<file path="src/rtl/sdram_burst_sched.sv">
// sdram_burst_sched: arbitrates write and read bursts to an SDRAM controller.
// Tracks a circular start pointer per direction, alternates grants when both
// directions are eligible and aborts a burst whose end pulse never arrives.
module sdram_burst_sched #(
    parameter int ADDR_W        = 23,
    parameter int CNT_W         = 10,
    parameter int RD_FIFO_DEPTH = 1024,
    parameter int TIMEOUT       = 4095
) (
    input  logic              sys_clk,
    input  logic              sys_rst_n,
    input  logic              init_end,
    input  logic              read_valid,
    input  logic [CNT_W-1:0]  wr_fifo_num,
    input  logic [CNT_W-1:0]  rd_fifo_num,
    input  logic [7:0]        burst_len,
    input  logic [ADDR_W-1:0] sdram_wr_b_addr,
    input  logic [ADDR_W-1:0] sdram_wr_e_addr,
    input  logic [ADDR_W-1:0] sdram_rd_b_addr,
    input  logic [ADDR_W-1:0] sdram_rd_e_addr,
    input  logic              sdram_wr_end,
    input  logic              sdram_rd_end,
    output logic              wr_req,
    output logic              rd_req,
    output logic [ADDR_W-1:0] wr_addr,
    output logic [ADDR_W-1:0] rd_addr,
    output logic              busy,
    output logic              timeout_err
);

    localparam int TO_W = (TIMEOUT < 2) ? 1 : $clog2(TIMEOUT + 1);

    typedef enum logic [1:0] {
        IDLE     = 2'd0,
        WR_BURST = 2'd1,
        RD_BURST = 2'd2
    } state_t;

    state_t            state, state_nx;
    logic [TO_W-1:0]   to_cnt, to_cnt_nx;
    logic              last_rd, last_rd_nx;      // 1: most recent grant was read
    logic              timeout_err_nx;
    logic [ADDR_W-1:0] wr_addr_nx, rd_addr_nx;
    logic [CNT_W:0]    len_ext;
    logic [CNT_W:0]    rd_sum;
    logic              len_ok, wr_elig, rd_elig, to_hit;

    // Advance a region pointer by one burst, wrapping to the region start once
    // the next start would reach or pass the region end. The extra bit keeps
    // the sum from wrapping near the top of the address space.
    function automatic logic [ADDR_W-1:0] next_ptr(
        input logic [ADDR_W-1:0] addr,
        input logic [ADDR_W-1:0] b_addr,
        input logic [ADDR_W-1:0] e_addr,
        input logic [7:0]        len
    );
        logic [ADDR_W:0] nxt;
        nxt = {1'b0, addr} + (ADDR_W+1)'(len);
        if (nxt >= {1'b0, e_addr}) begin
            return b_addr;
        end
        return nxt[ADDR_W-1:0];
    endfunction

    assign len_ext = (CNT_W+1)'(burst_len);
    assign rd_sum  = {1'b0, rd_fifo_num} + len_ext;
    assign len_ok  = (burst_len != 8'd0);
    assign wr_elig = init_end & len_ok & ({1'b0, wr_fifo_num} >= len_ext);
    assign rd_elig = init_end & read_valid & len_ok &
                     (rd_sum <= (CNT_W+1)'(RD_FIFO_DEPTH));
    assign to_hit  = (to_cnt == TO_W'(TIMEOUT - 1));

    assign wr_req = (state == WR_BURST);
    assign rd_req = (state == RD_BURST);
    assign busy   = (state != IDLE);

    // Next-state, grant arbitration, pointer advance and timeout detection
    always_comb begin
        state_nx       = state;
        to_cnt_nx      = '0;
        last_rd_nx     = last_rd;
        timeout_err_nx = timeout_err;
        wr_addr_nx     = wr_addr;
        rd_addr_nx     = rd_addr;
        if (!init_end) begin
            state_nx   = IDLE;
            wr_addr_nx = sdram_wr_b_addr;
            rd_addr_nx = sdram_rd_b_addr;
        end else begin
            case (state)
                IDLE: begin
                    if (wr_elig && (!rd_elig || last_rd)) begin
                        state_nx   = WR_BURST;
                        last_rd_nx = 1'b0;
                    end else if (rd_elig) begin
                        state_nx   = RD_BURST;
                        last_rd_nx = 1'b1;
                    end
                end
                WR_BURST: begin
                    if (sdram_wr_end) begin
                        state_nx   = IDLE;
                        wr_addr_nx = next_ptr(wr_addr, sdram_wr_b_addr,
                                              sdram_wr_e_addr, burst_len);
                    end else if (to_hit) begin
                        state_nx       = IDLE;
                        timeout_err_nx = 1'b1;
                    end else begin
                        to_cnt_nx = to_cnt + 1'b1;
                    end
                end
                RD_BURST: begin
                    if (sdram_rd_end) begin
                        state_nx   = IDLE;
                        rd_addr_nx = next_ptr(rd_addr, sdram_rd_b_addr,
                                              sdram_rd_e_addr, burst_len);
                    end else if (to_hit) begin
                        state_nx       = IDLE;
                        timeout_err_nx = 1'b1;
                    end else begin
                        to_cnt_nx = to_cnt + 1'b1;
                    end
                end
                default: state_nx = IDLE;
            endcase
        end
    end

    // State, pointers, timeout counter and grant history registers
    always_ff @(posedge sys_clk) begin
        if (!sys_rst_n) begin
            state       <= IDLE;
            to_cnt      <= '0;
            last_rd     <= 1'b1;
            timeout_err <= 1'b0;
            wr_addr     <= '0;
            rd_addr     <= '0;
        end else begin
            state       <= state_nx;
            to_cnt      <= to_cnt_nx;
            last_rd     <= last_rd_nx;
            timeout_err <= timeout_err_nx;
            wr_addr     <= wr_addr_nx;
            rd_addr     <= rd_addr_nx;
        end
    end

endmodule

</file>
<file path="config.mk">
export PLATFORM = sky130hd
export DESIGN_NAME = sdram_burst_sched
export DESIGN_NICKNAME = d
export VERILOG_FILES = /design/src/rtl/sdram_burst_sched.sv
export SDC_FILE = /design/constraint.sdc
export NUM_CORES = 1
export LEC_CHECK = 0
export BUFFER_PORTS_ARGS = -buffer_cell sky130_fd_sc_hd__buf_2
export CAP_MARGIN = 20
export CORE_AREA = 2 2 109 111
export CTS_BUF_LIST = sky130_fd_sc_hd__clkbuf_8 sky130_fd_sc_hd__clkbuf_16
export DETAILED_ROUTE_END_ITERATION = 7
export DIE_AREA = 0 0 111 113
export GPL_TIMING_DRIVEN = 0
export PLACE_DENSITY = 0.88
export SLEW_MARGIN = 20
export SYNTH_ARGS = -nofsm -noshare
export SYNTH_HDL_FRONTEND = slang
export SYNTH_SLANG_ARGS = --single-unit
</file>
<file path="constraint.sdc">
create_clock -name sys_clk -period 5.8 [get_ports sys_clk]
set_input_delay 0.58 -clock sys_clk [delete_from_list [all_inputs] [get_ports sys_clk]]
set_output_delay 0.58 -clock sys_clk [all_outputs]
set_load 0.02 [all_outputs]
</file>
Word level (Yosys, flattened, before mapping)
Index checks and enable logic that the tools add are counted.
- memory bits (writable): 0
- input port bits: 126
- output and inout bits: 50
- register bits after elaboration: 62
- memories: 0
- bits in read-only memories: 0
- bits in latches: 0
- logic and storage cells: 76
- equality and inequality tests: 10
- div/mod/pow operators: 0
- reductions and logical operators: 13
- shifts and indexed selects: 0
- $mul: 0
- bitwise gates (word level): 5
- $add $sub $neg: 4
- order comparisons: 4
- multiplexer cells: 34
- operator list (operator ; count):
    $mux 23 ; 10
    $add 23x8->24 ; 2
    $ge 24x23->1 ; 2
    $mux 12 ; 3
    $pmux 12 s2 ; 1
    $mux 1 ; 13
    $add 12x1->12 const B ; 1
    $eq 12x12->1 const B ; 1
    $add 10x8->11 ; 1
    $le 11x11->1 const B ; 1
    $ge 10x8->1 ; 1
    $mux 2 ; 5
    $ne 2x1->1 const B ; 4
    $reduce_bool 8->1 ; 1
    $pmux 2 s3 ; 1
    $reduce_and 2->1 ; 3
    $reduce_bool 2->1 ; 3
    $and 1x1->1 ; 5
    $ne 2x2->1 const B ; 2
    $reduce_and 4->1 ; 1
    $ne 3x3->1 const B ; 1
    $reduce_and 3->1 ; 1
    $eq 2x1->1 const B ; 1
    $eq 2x2->1 const B ; 1
    5 further kinds ; 5

Depth between registers and ports, before layout
Gate-level depths: netlist of run 1.
- word-level depth: 10
- depth in mapped cells: 21
- depth with buffers taken out: 18

Worst setup path before layout of run 1
No wires, ideal clock.
- kind: input port to flip-flop
- from: input port burst_len[0]
- to: register wr_addr[8]
- stages on the path: 20
- buffers on the path: 2
- data required time: 5680 ps
- arrival: 4109 ps
- library setup time: 120 ps
- path slack: 1571 ps
- path through: ha_1 > inv_1 > fa_1 > nand2b_1 > a21oi_1 > o41ai_2 > or2_2 > clkbuf_1 > nor3_1 > xor2_1 > ha_1 > and3_1 > nand3_1 > nor4_1 > o21ai_0 > a21oi_1 > or3_4 > buf_6 > o21ai_0 > a211o_1
- cells in the longest elaborated chain, start to end: 10
- RTL lines (what ; line ; source):
    start, declared ; 16 ; input logic [7:0] burst_len,
    $add 23x8->24 (*) ; 58 ; nxt = {1'b0, addr} + (ADDR_W+1)'(len);
    $ge 24x23->1 ; 59 ; if (nxt >= {1'b0, e_addr}) begin
    $mux 1 ; 59 ;
    $mux 1 ; 101 ; if (sdram_wr_end) begin
    $mux 1 ; 90 ; case (state)
    $mux 1 ; 85 ; if (!init_end) begin
    $mux 23 (*) ; 62 ; return nxt[ADDR_W-1:0];
    $mux 23 (*) ; 101 ;
    $mux 23 (*) ; 90 ;
    $mux 23 (*) ; 85 ;
    end signal, assigned ; 143 ; wr_addr <= wr_addr_nx;
    end, declared ; 25 ; output logic [ADDR_W-1:0] wr_addr,
Every way passes the cells marked *; elsewhere a longest branch is shown, timed or not. The select of a mux whose other input is x is not followed.
A chain may end at the register's enable or synchronous reset.

Worst setup path in the final report of run 1
- from: input port burst_len[0]
- to: register wr_addr[15]
The elaborated chain is that of the path after synthesis.

==> metrics.md, run 1 <==
| Metric | Value |
|---|---|
| Top Metal Used | `met4` |
| DP Worst Slack | `580 ps` |
| Final WS setup | `903 ps` |
| Share of layout cells above drive strength 1 | `22.6%` |
| Register share of total power | `30.9%` |
| CTS Hold Buffers Added | `0` |
| Synthesized area | `0.00603 mm2` |
| Part of the power in combinational logic | `34.1%` |
| R2R depth | `20` |
| Global Route Usage Sum | `28.8%` |
| Most used DFF post-synth | `dfxtp_1` |
| Num rows | `39` |
| Max_cap viols | `0` |
| Hold_sp | `sdram_wr_b_addr[20]` |
| Max Root-Sink Buffers | `2` |
| Total power | `1.59 mW` |
| Clock Power Share | `35.0%` |
| Crit. End Element | `flop` |
| Postcts setup bufs | `0` |
| Static Leakage | `3.71 nW` |
| Crit path max-delay family | `simple AND/OR/NAND/NOR gates` |
| Net Count, Synth | `992` |
| Worst Skew | `5.99 ps` |
| Fmax achieved | `204 MHz` |
| R2R Path End | `wr_addr[15]` |
| P_sw | `0.554 mW` |
| Final Max Slew Viols | `0` |
| CTS H-Tree Depth | `3` |
| Status | `completed` |
| Slew HR | `34.6%` |
| Top post-synthesis cells by area | `dfxtp_1 21%, ha_1 17%, nand3_1 6.1%` |
| GRT overflow | `0` |
| Final WL | `18.3 mm` |
| Buf/Inv on CP | `4` |
| Initial Utilization | `53.5%` |
| Iteration-0 DRC Markers | `472` |
| Largest stage delay, worst path | `390 ps` |
| Synthesized flop and latch total | `62` |
| Worst-Margin Slew | `981 ps` |
| Peak VDD IR | `0.110 mV` |
| Post-synth top area share | `20.6%` |
| PortBufs | `173` |
| DR WL/cell | `16.5 um` |
| Final core occ | `65.5%` |
| Largest net degree at the start of global routing | `11` |
| Detailed-placement wirelength estimate | `14.4 mm` |
| Top-count cell post-synth | `ha_1` |
| R2R setup slack | `990 ps` |
| Number of CTS-inserted buffers | `9` |
| Hold endpoint | `wr_addr[20]` |
| DIE AREA | `0.0125 mm2` |
| Slowest CP cell | `fa_1` |
| Yosys cell types | `68` |
| Switching Fraction | `34.9%` |
| DRC violation count after routing | `0` |
| Ant. Diodes | `0` |
| Die width | `111 um` |
| Synth-to-layout area growth | `22.3%` |
| Number of synthesized flops with an enable pin | `0` |
| Startpoint types | `input port` |
| Top cells by count, synth | `84 x ha_1, 74 x inv_1, 73 x nand3_1` |
| Synth warnings | `0` |
| Clock slew seen by the registers of the worst setup and hold paths | `50 ps` |
| CTS sink cnt | `62` |
| Number of global-route vias before repair | `6305` |
| DRT Pass-1 Iters | `5` |
| Dominant cell type by area after synthesis | `dfxtp_1` |
| Internal power | `1.03 mW` |
| Clock Latency Late Sink | `340 ps` |
| # setup viols final | `0` |
| CTS tree | `done` |
| Worst path required time | `6030 ps` |
| Critical R2R Launch | `wr_addr[0]` |
| Avg Synthesized Cell Area | `7.74 um2` |
| Fin. Hold Viols | `0` |
| WHS Path Cells | `3` |
| Met3 wire len | `1.51 mm` |
| Worst path cell trace | `buf_2, ha_1, inv_1, fa_1, nand2b_1, a21oi_1, o41ai_2, or2_2, clkbuf_1, nor3_1, xor2_1, ha_1, and3_1, nand3_1, nor4_1, o21ai_0, a21oi_1, or3_4, buf_6, o21ai_0, a211o_1` |
| Top-level I/O count | `176` |
| DRT antenna net count | `0` |
| Routed vias | `6607` |
| Die Ht | `113 um` |
| Min Tclk post-route | `4900 ps` |
| Final period util | `84.4%` |
| Hold_ws | `483 ps` |
| First-pass GRT wire length | `29.7 mm` |
| Met1 Routed Length | `7.62 mm` |
| GP Congestion | `0.896` |
| Final nets | `1176` |
| # resized after CTS | `0` |
| Worst Hold Class | `input port to flop` |
| RSZ-0062 raised after global routing | `no` |
| Critical Path Fanout Max | `10` |
| Vias/cell | `5.95` |
| Clock root buffer | `clkbuf_16` |
| Antenna violations before repair | `0` |
| Synth Instances | `779` |
| Setup tns final | `0 ps` |
| Post-synthesis sequential area ratio | `20.6%` |
| Area of the core | `0.0113 mm2` |
| WS Path Type | `input port to flop` |
| WL met2 | `8.70 mm` |
| Synth async-reset ratio | `0%` |
| Critical path arrival | `5130 ps` |
| Power Density | `215 mW/mm2` |
-- cell type report --
cell class              count  area [um2]
clock buffers              11         253
well taps                 143         179
multi-input cells         607        4340
repair buffers            173         866
clock inverters             5        48.8
plain buffers              36         176
inverters                  74         278
fillers                   973        3890
flip-flops and latches     62        1240
-- metrics by stage --
stage,std cells,area (um2)
CTS,1111,7380
finish,1111,7380
detailed placement,1095,7080
global placement,1095,7080
floorplan,779,6030
global route,1111,7380
-- worst max path at each step --
stage                  from          end  depth (start not counted)
3_5_place_dp   burst_len[0]  wr_addr[15]                         21
5_1_grt        burst_len[0]   wr_addr[8]                         21
4_1_cts        burst_len[0]  wr_addr[15]                         21
6_report       burst_len[0]  wr_addr[15]                         21
2_1_floorplan  burst_len[0]   wr_addr[8]                         20
3_3_place_gp   burst_len[1]  wr_addr[15]                         20
-- layout by cell type (no fill, tap or decap), types with 3 or more instances in the layout --
master,count
buf_2,178
ha_1,84
inv_1,75
nand3_1,73
nor2_1,64
nand2_1,63
dfxtp_1,62
nand4_1,32
xor2_1,27
xnor2_1,26
a21oi_1,25
o21ai_0,25
clkbuf_1,25
a211oi_1,16
and3_1,14
a21o_1,13
o221ai_1,12
nand2b_1,11
nor3_1,11
clkbuf_16,9
o21a_1,8
nor4_1,7
a311oi_1,7
mux2i_1,7
or3_1,6
o211ai_1,5
and2_1,5
nor2b_1,5
a211o_1,4
o2111ai_1,4
buf_6,4
o211ai_2,4
o31a_1,3
nor3b_1,3
fa_1,3
clkinv_2,3
-- per-layer routing --
metal	track usage, %	vias up
met5	0	-
met4	11.8	0
met3	3.64	44
met2	51.1	316
met1	35.4	3064
li1	-	3183
-- sequential cells by signal, summed over array words and instances, names as in the netlist --
| signal | flops |
|---|---|
| last_rd | 1 |
| wr_addr | 23 |
| rd_addr | 23 |
| to_cnt | 12 |
| state | 2 |
| timeout_err | 1 |
-- power by group through the flow --
| stage | Combinational [mW] | Sequential, mW | Clock (mW) |
|---|---|---|---|
| after floorplan | 0.336 | 0.523 | 0 |
| after global placement | 0.521 | 0.497 | 0 |
| after detailed placement | 0.534 | 0.498 | 0 |
| after CTS | 0.538 | 0.489 | 0.549 |
| after global routing | 0.601 | 0.494 | 0.570 |
| final | 0.541 | 0.491 | 0.555 |
-- kinds of logic (layout without fill, tap and decap cells) --
group | after synthesis | after routing | synth area share [%]
and+or+nand+nor | 312 | 312 | 26.2
AOI/OAI and AO/OA | 148 | 148 | 18.5
buffers and inverters | 110 | 299 | 7.53
adders and majority gates | 87 | 87 | 18.4
DFF | 62 | 62 | 20.6
xor gates and xnor gates | 53 | 53 | 7.70
muxes | 7 | 7 | 1.16
-- worst reg2reg max path, stage by stage (launching register included) --
cell,delay (ps)
dfxtp_1,350
ha_1,190
inv_1,60
fa_1,390
nand2b_1,180
a21oi_1,230
o41ai_2,190
or2_2,310
clkbuf_1,170
nor3_1,250
xor2_1,130
ha_1,280
and3_1,180
nand3_1,110
nor4_1,370
o21ai_0,150
a21oi_1,350
or3_4,240
buf_6,160
o21ai_0,110
a211o_1,270
Power figures use the tool's default switching activity.
==> run 2, diff against run 1 <==
--- a/config.mk
+++ b/config.mk
@@ -7,12 +7,12 @@
 export LEC_CHECK = 0
 export BUFFER_PORTS_ARGS = -buffer_cell sky130_fd_sc_hd__buf_2
 export CAP_MARGIN = 20
-export CORE_AREA = 2 2 109 111
+export CORE_AREA = 2 2 116 118
 export CTS_BUF_LIST = sky130_fd_sc_hd__clkbuf_8 sky130_fd_sc_hd__clkbuf_16
 export DETAILED_ROUTE_END_ITERATION = 7
-export DIE_AREA = 0 0 111 113
+export DIE_AREA = 0 0 118 120
 export GPL_TIMING_DRIVEN = 0
-export PLACE_DENSITY = 0.88
+export PLACE_DENSITY = 0.82
 export SLEW_MARGIN = 20
 export SYNTH_ARGS = -nofsm -noshare
 export SYNTH_HDL_FRONTEND = slang
==> constraint.sdc (replaced) <==
create_clock -name sys_clk -period 4.2 [get_ports sys_clk]
set_input_delay 0.42 -clock sys_clk [delete_from_list [all_inputs] [get_ports sys_clk]]
set_output_delay 0.42 -clock sys_clk [all_outputs]
set_load 0.02 [all_outputs]
==> run 2 against run 1 <==
  * Register-to-register slack got worse by 890 ps
  * Worst setup slack lost 800 ps
  * First-iteration DRC count decreased by 7.0%
  * Critical endpoint is now rd_addr[1]
  * Wire length is 6.3% higher
  * Critical path depth shrank 3
  * Sequential share of layout area is 1.3 points lower
==> metrics.md, run 2 (synthesis gave the netlist of run 1 again) <==
| Metric | Value |
|---|---|
| Fin. Hold Viols | `0 (unchanged)` |
| Num rows | `42 (+7.7%)` |
| Critical path arrival | `4280 ps (-850 ps)` |
| Crit path capture | `rd_addr[1]` |
| Peak VDD IR | `0.185 mV (+69%)` |
| Startpoint types | `flop` |
| Largest net degree at the start of global routing | `11 (unchanged)` |
| Clock Latency Late Sink | `340 ps (about the same)` |
| Critical Path Fanout Max | `6 (-4)` |
| Most frequent cells in the layout | `174 x buf_2, 79 x ha_1, 74 x inv_1, 72 x nand3_1` |
| Detailed-placement wirelength estimate | `14.7 mm (+1.9%)` |
| Final WL | `19.5 mm (+6.3%)` |
| PortBufs | `173 (unchanged)` |
| # fillers | `1158 (+19%)` |
| First-pass GRT wire length | `30.4 mm (+2.2%)` |
| WHS Path Cells | `3 (unchanged)` |
| DIE AREA | `0.0142 mm2 (+13%)` |
| Final Max Slew Viols | `0 (unchanged)` |
| Worst Hold Class | `input port to flop` |
| Power Density | `290 mW/mm2 (+35%)` |
| WS Path Type | `flop to flop` |
| # setup viols final | `0 (unchanged)` |
| DRT Pass-1 Iters | `5 (unchanged)` |
| Ant. Diodes | `0 (unchanged)` |
| Status | `completed` |
| Clock root buffer | `clkbuf_16` |
| R2R depth | `18 (-10%)` |
| Final period util | `97.5%` |
| Static Leakage | `3.93 nW (+6.0%)` |
| Slowest CP cell | `a2111o_1` |
| Min Tclk post-route | `4100 ps` |
| DRT antenna net count | `0 (unchanged)` |
| Most common cell after layout, fill and taps aside | `buf_2` |
| Cell Area, Placed | `0.00712 mm2 (+0.58%)` |
| Iteration-0 DRC Markers | `439 (-7.0%)` |
| Routed vias | `6683 (+1.2%)` |
| Total power | `2.33 mW (+47%)` |
| R2R setup slack | `100 ps (-890 ps)` |
| Max_cap viols | `0 (unchanged)` |
| Final Cell Area | `0.00802 mm2 (+8.7%)` |
| Final WS setup | `104 ps (-798 ps)` |
| Worst path required time | `4380 ps (-1650 ps)` |
| Die width | `118 um (+6.3%)` |
| Top-level I/O count | `176 (unchanged)` |
| Final core occ | `61.8% (-3.7 points)` |
| Number of global-route vias before repair | `6347 (+0.67%)` |
| DRC violation count after routing | `0 (unchanged)` |
| Max Root-Sink Buffers | `2 (unchanged)` |
| Regs by FF count | `rd_addr x23, wr_addr x23, to_cnt x12` |
| Worst Setup SP | `rd_addr[0]` |
| Initial Utilization | `46.5% (-7.0 points)` |
| Number of CTS-inserted buffers | `9 (unchanged)` |
| Final nets | `1206 (+2.6%)` |
| Hold_ws | `322 ps (-161 ps)` |
| Die Ht | `120 um (+6.2%)` |
| Worst Skew | `8.57 ps (+2.58 ps)` |
| Worst path cell trace | `ha_4, inv_2, fa_2, nor2b_2, o31a_1, o221ai_4, o2bb2ai_4, and3b_2, xor2_2, ha_2, a21o_1, a21o_1, a21oi_2, o21ai_2, a2111o_1, or2_4, a211oi_1, a211oi_1` |
| Global Route Usage Sum | `26.4% (-2.3 points)` |
| Slew HR | `56.3% (+22 points)` |
| DP Worst Slack | `-921 ps (-1500 ps)` |
| Clock slew seen by the registers of the worst setup and hold paths | `60 ps (about the same)` |
| Vias/cell | `5.69 (-4.3%)` |
| Area of the core | `0.0130 mm2 (+15%)` |
| CTS H-Tree Depth | `3 (unchanged)` |
| Share of layout cells above drive strength 1 | `29.7% (+7.0 points)` |
| Fmax achieved | `244 MHz` |
| CTS sink cnt | `62 (unchanged)` |
| Worst-Margin Slew | `656 ps (-325 ps)` |
| R2R Path End | `rd_addr[1]` |
| GP Congestion | `0.892 (-0.44%)` |
| Hold_sp | `sdram_wr_b_addr[13]` |
| Synth-to-layout area growth | `32.9%` |
| GRT overflow | `0 (unchanged)` |
| DR WL/cell | `16.6 um (+0.58%)` |
| Largest stage delay, worst path | `510 ps (+120 ps)` |
| Antenna violations before repair | `0 (unchanged)` |
| Critical R2R Launch | `rd_addr[0]` |
| Crit. End Element | `flop` |
| CTS tree | `done` |
| CTS Hold Buffers Added | `0 (unchanged)` |
==> run 2: area by class of cell <==
| cell class | count | area, um2 | area share, % |
|---|---|---|---|
| Multi-Input combinational cell | 608 | 4640 | 57.8 |
| Tap cell | 176 | 220 | 2.75 |
| Clock inverter | 6 | 77.6 | 0.967 |
| Buffer | 34 | 184 | 2.29 |
| Sequential cell | 62 | 1250 | 15.6 |
| Timing Repair Buffer | 204 | 1130 | 14.1 |
| Clock buffer | 10 | 239 | 2.98 |
| Inverter | 74 | 282 | 3.51 |
==> run 2: how the worst min path moves through the flow <==
stage | end | slack, ps
finish | wr_addr[13] | 320
global route | wr_addr[13] | 340
global placement | to_cnt[0] | 470
CTS | wr_addr[13] | 320
floorplan | to_cnt[0] | 450
detailed placement | to_cnt[0] | 490
==> run 2: report_power, final <==
group	internal (mW)	switching [mW]	leakage, nW
combinational	0.365	0.477	3.26
clock	0.529	0.277	0.165
sequential	0.629	0.0522	0.510
total	1.52	0.806	3.93
==> run 2: timing repair <==
action,in CTS,in global routing
setup endpoints to repair,46,46
gates resized for setup,23,48
pin swaps,10,31
buffers inserted,6,23
gates cloned,1,2
==> run 2: metrics by stage <==
stage | instances | setup TNS (ps)
final | 1174 | 0
after global routing | 1174 | -1450
after CTS | 1150 | 0
after detailed placement | 1128 | -34120
after global placement | 1128 | -30910
after floorplan | 779 | 0
==> run 2: layer usage <==
metal | vias to the layer above | part of all wire (%) | global-route usage, %
met5 | - | 0 | 0
met4 | 0 | 2.7 | 9.79
met3 | 50 | 6.8 | 5.04
met2 | 299 | 48 | 45.9
met1 | 3102 | 43 | 32.5
li1 | 3232 | - | -
==> run 2: worst max-delay path: cells and delay by family, from the launching register on <==
family	cells	cell delay [ps]
adder cells (fa/ha/maj)	3	720
AND/OR/NAND/NOR	3	750
flip-flops	1	370
XOR/XNOR	1	80
AO/OA/AOI/OAI	10	1960
buffers and inverters	1	40
==> run 3, diff against run 2 <==
--- a/config.mk
+++ b/config.mk
@@ -7,12 +7,14 @@
 export LEC_CHECK = 0
 export BUFFER_PORTS_ARGS = -buffer_cell sky130_fd_sc_hd__buf_2
 export CAP_MARGIN = 20
-export CORE_AREA = 2 2 116 118
+export CELL_PAD_IN_SITES_DETAIL_PLACEMENT = 0
+export CELL_PAD_IN_SITES_GLOBAL_PLACEMENT = 2
+export CORE_AREA = 2 2 153 155
 export CTS_BUF_LIST = sky130_fd_sc_hd__clkbuf_8 sky130_fd_sc_hd__clkbuf_16
 export DETAILED_ROUTE_END_ITERATION = 7
-export DIE_AREA = 0 0 118 120
+export DIE_AREA = 0 0 155 157
 export GPL_TIMING_DRIVEN = 0
-export PLACE_DENSITY = 0.82
+export PLACE_DENSITY = 0.83
 export SLEW_MARGIN = 20
 export SYNTH_ARGS = -nofsm -noshare
 export SYNTH_HDL_FRONTEND = slang
==> constraint.sdc (replaced) <==
create_clock -name sys_clk -period 4.2 [get_ports sys_clk]
set_input_delay 0.42 -clock sys_clk [delete_from_list [all_inputs] [get_ports sys_clk]]
set_output_delay 0.42 -clock sys_clk [all_outputs]
set_load 0.1 [all_outputs]
==> run 3 against run 2 <==
  * Global-route usage fell by 8.4 points
  * First-iteration DRC count is 20% lower
  * Highest routed layer unchanged
  * Clock power fell by 8.7%
  * Wire length rose by 14%
==> metrics.md, run 3 (synthesis gave the netlist of run 1 again) <==
| Metric | Value |
|---|---|
| Top-level I/O count | `176 (unchanged)` |
| Register share of total power | `27.3% (-1.9 points)` |
| Crit. End Element | `flop` |
| Die width | `155 um (+31%)` |
| Internal power | `1.44 mW (-5.2%)` |
| Hold endpoint | `wr_addr[14]` |
| Global Route Usage Sum | `18.1% (-8.4 points)` |
| DP Worst Slack | `-1140 ps (-215 ps)` |
| Regs by FF count | `rd_addr x23, wr_addr x23, to_cnt x12` |
| WHS Path Cells | `3 (unchanged)` |
| Detailed-placement wirelength estimate | `17.2 mm (+17%)` |
| Clock Latency Late Sink | `340 ps (about the same)` |
| Final period util | `97.4% (about the same)` |
| Fin. Hold Viols | `0 (unchanged)` |
| Clock root buffer | `clkbuf_16` |
| Critical path arrival | `4320 ps (+40 ps)` |
| Synth-to-layout area growth | `34.9%` |
| Critical R2R Launch | `rd_addr[0]` |
| DRT antenna net count | `0 (unchanged)` |
| Final WS setup | `108 ps (+3.45 ps)` |
| Worst Hold Class | `input port to flop` |
| DIE AREA | `0.0243 mm2 (+72%)` |
| Max_cap viols | `0 (unchanged)` |
| CTS sink cnt | `62 (unchanged)` |
| DR WL/cell | `17.3 um (+4.4%)` |
| Most common cell after layout, fill and taps aside | `buf_2` |
| Ant. Diodes | `0 (unchanged)` |
| Total power | `2.50 mW (+7.4%)` |
| # setup viols final | `0 (unchanged)` |
| DRT Pass-1 Iters | `4 (-1)` |
| Clock Power Share | `29.4% (-5.2 points)` |
| PortBufs | `173 (unchanged)` |
| DRC violation count after routing | `0 (unchanged)` |
| Slowest CP cell | `a2111o_1` |
| CTS H-Tree Depth | `3 (unchanged)` |
| Num rows | `55 (+31%)` |
| R2R depth | `20 (+2)` |
| Max Root-Sink Buffers | `2 (unchanged)` |
| Power Density | `308 mW/mm2 (+5.9%)` |
| Switching Fraction | `42.3% (+7.7 points)` |
| WS Path Type | `flop to flop` |
| Antenna violations before repair | `0 (unchanged)` |
| Number of global-route vias before repair | `6401 (+0.85%)` |
| Final core occ | `36.2% (-26 points)` |
| Die Ht | `157 um (+31%)` |
| Final Max Slew Viols | `0 (unchanged)` |
| Status | `completed` |
| Worst-Margin Slew | `671 ps (+14.9 ps)` |
| GRT overflow | `0 (unchanged)` |
| Static Leakage | `3.93 nW (about the same)` |
| Startpoint types | `flop` |
| Critical Path Fanout Max | `7 (+1)` |
| Initial Utilization | `26.8% (-20 points)` |
| CP most frequent cell | `a21o_1` |
| CTS tree | `done` |
| R2R Path End | `rd_addr[9]` |
| Vias/cell | `5.00 (-12%)` |
| P_sw | `1.06 mW (+31%)` |
| Largest stage delay, worst path | `490 ps (-20 ps)` |
| R2R setup slack | `110 ps (about the same)` |
| Hold_sp | `sdram_wr_b_addr[14]` |
| Fmax achieved | `244 MHz (about the same)` |
| GP Congestion | `0.850 (-4.8%)` |
| Min Tclk post-route | `4090 ps (-3.45 ps)` |
| Share of layout cells above drive strength 1 | `31.1% (+1.5 points)` |
| Number of CTS-inserted buffers | `9 (unchanged)` |
| Iteration-0 DRC Markers | `350 (-20%)` |
| First-pass GRT wire length | `34.2 mm (+13%)` |
| Most frequent cells in the layout | `174 x buf_2, 77 x ha_1, 72 x inv_1, 70 x nand3_1, 62 x nand2_1` |
| Worst Skew | `6.13 ps (-2.44 ps)` |
| Multi-input logic area | `0.00465 mm2 (+0.27%)` |
| Final nets | `1201 (-0.41%)` |
| Largest net degree at the start of global routing | `11 (unchanged)` |
| Area of the core | `0.0225 mm2 (+73%)` |
| Final WL | `22.1 mm (+14%)` |
| Register area | `0.00128 mm2 (+2.4%)` |
| RSZ-0062 raised after global routing | `yes` |
| Clock slew seen by the registers of the worst setup and hold paths | `60 ps (about the same)` |
| Worst path cell trace | `ha_4, inv_4, fa_2, nor2b_4, o31a_1, o221ai_4, o2bb2ai_4, and3b_2, xor2_2, ha_2, a21o_1, a21o_1, a21oi_2, o21ai_2, a2111o_1, or2_1, buf_6, clkbuf_16, nand4_1, o211ai_1` |
| Part of the power in combinational logic | `43.3% (+7.1 points)` |
| CTS Hold Buffers Added | `0 (unchanged)` |
| Routed vias | `6388 (-4.4%)` |
| Slew HR | `55.3% (-0.99 points)` |
| Peak VDD IR | `0.164 mV (-11%)` |
| Worst path required time | `4420 ps (+40 ps)` |
| # fillers | `2411 (+110%)` |
==> run 3: timing repair <==
action,CTS,global route
endpoints found under the hold margin,0,0
pin swaps,12,31
resized for setup,26,42
buffers inserted,15,9
setup endpoints to repair,46,45
cloned,1,1
==> run 3: per-layer routing <==
layer / vias to the layer above / routed length, um / track usage [%]
met2: 169 / 10600 / 31.3
li1: 3227 / - / -
met5: - / 0 / 0
met4: 0 / 174 / 3.13
met1: 2978 / 10300 / 23.6
met3: 14 / 1080 / 3.52
==> run 3: power by group through the flow <==
stage / Combinational [mW] / Sequential (mW) / Clock, mW
floorplan: 0.478 / 0.946 / 0
detailed placement: 0.997 / 0.694 / 0
global route: 1.18 / 0.691 / 0.782
finish: 1.08 / 0.683 / 0.735
global placement: 0.991 / 0.695 / 0
CTS: 1.05 / 0.682 / 0.754
==> run 3: how the worst max path moves through the flow <==
stage                 startpoint     endpoint  slack (ps)  cells after the start
detailed placement  burst_len[1]  wr_addr[15]       -1140                     20
global route          rd_addr[0]   rd_addr[5]         -60                     19
global placement    burst_len[1]  wr_addr[15]       -1180                     20
floorplan             wr_addr[0]  wr_addr[12]          20                     20
finish                rd_addr[0]   rd_addr[9]         110                     20
CTS                   rd_addr[1]   rd_addr[1]          10                     18
==> run 3: per-stage QoR <==
step	instances	hold WS (ps)	TNS [ps]	area, um2
4_1_cts	1268	316	0	7850
3_3_place_gp	1237	445	-38960	7310
6_report	1278	327	0	8140
2_1_floorplan	779	448	0	6090
3_5_place_dp	1237	466	-38770	7310
5_1_grt	1278	329	-481	8140
==> run 3: cell type report <==
type,count,area share (%)
flip-flops and latches,62,15.7
clock inverters,4,0.246
multi-input cells,608,57.2
well taps,285,4.38
plain buffers,35,2.48
repair buffers,198,13.3
inverters,74,3.49
clock buffers,12,3.28
==> run 3: worst max-delay path, delay by kind of cell, from the launching register on <==
| kind | cells | cell delay, ps |
|---|---|---|
| flip-flops | 1 | 350 |
| XOR/XNOR | 1 | 150 |
| AND/OR/NAND/NOR | 4 | 640 |
| AO/OA/AOI/OAI | 9 | 1900 |
| adder cells (fa/ha/maj) | 3 | 580 |
| buffers and inverters | 3 | 340 |
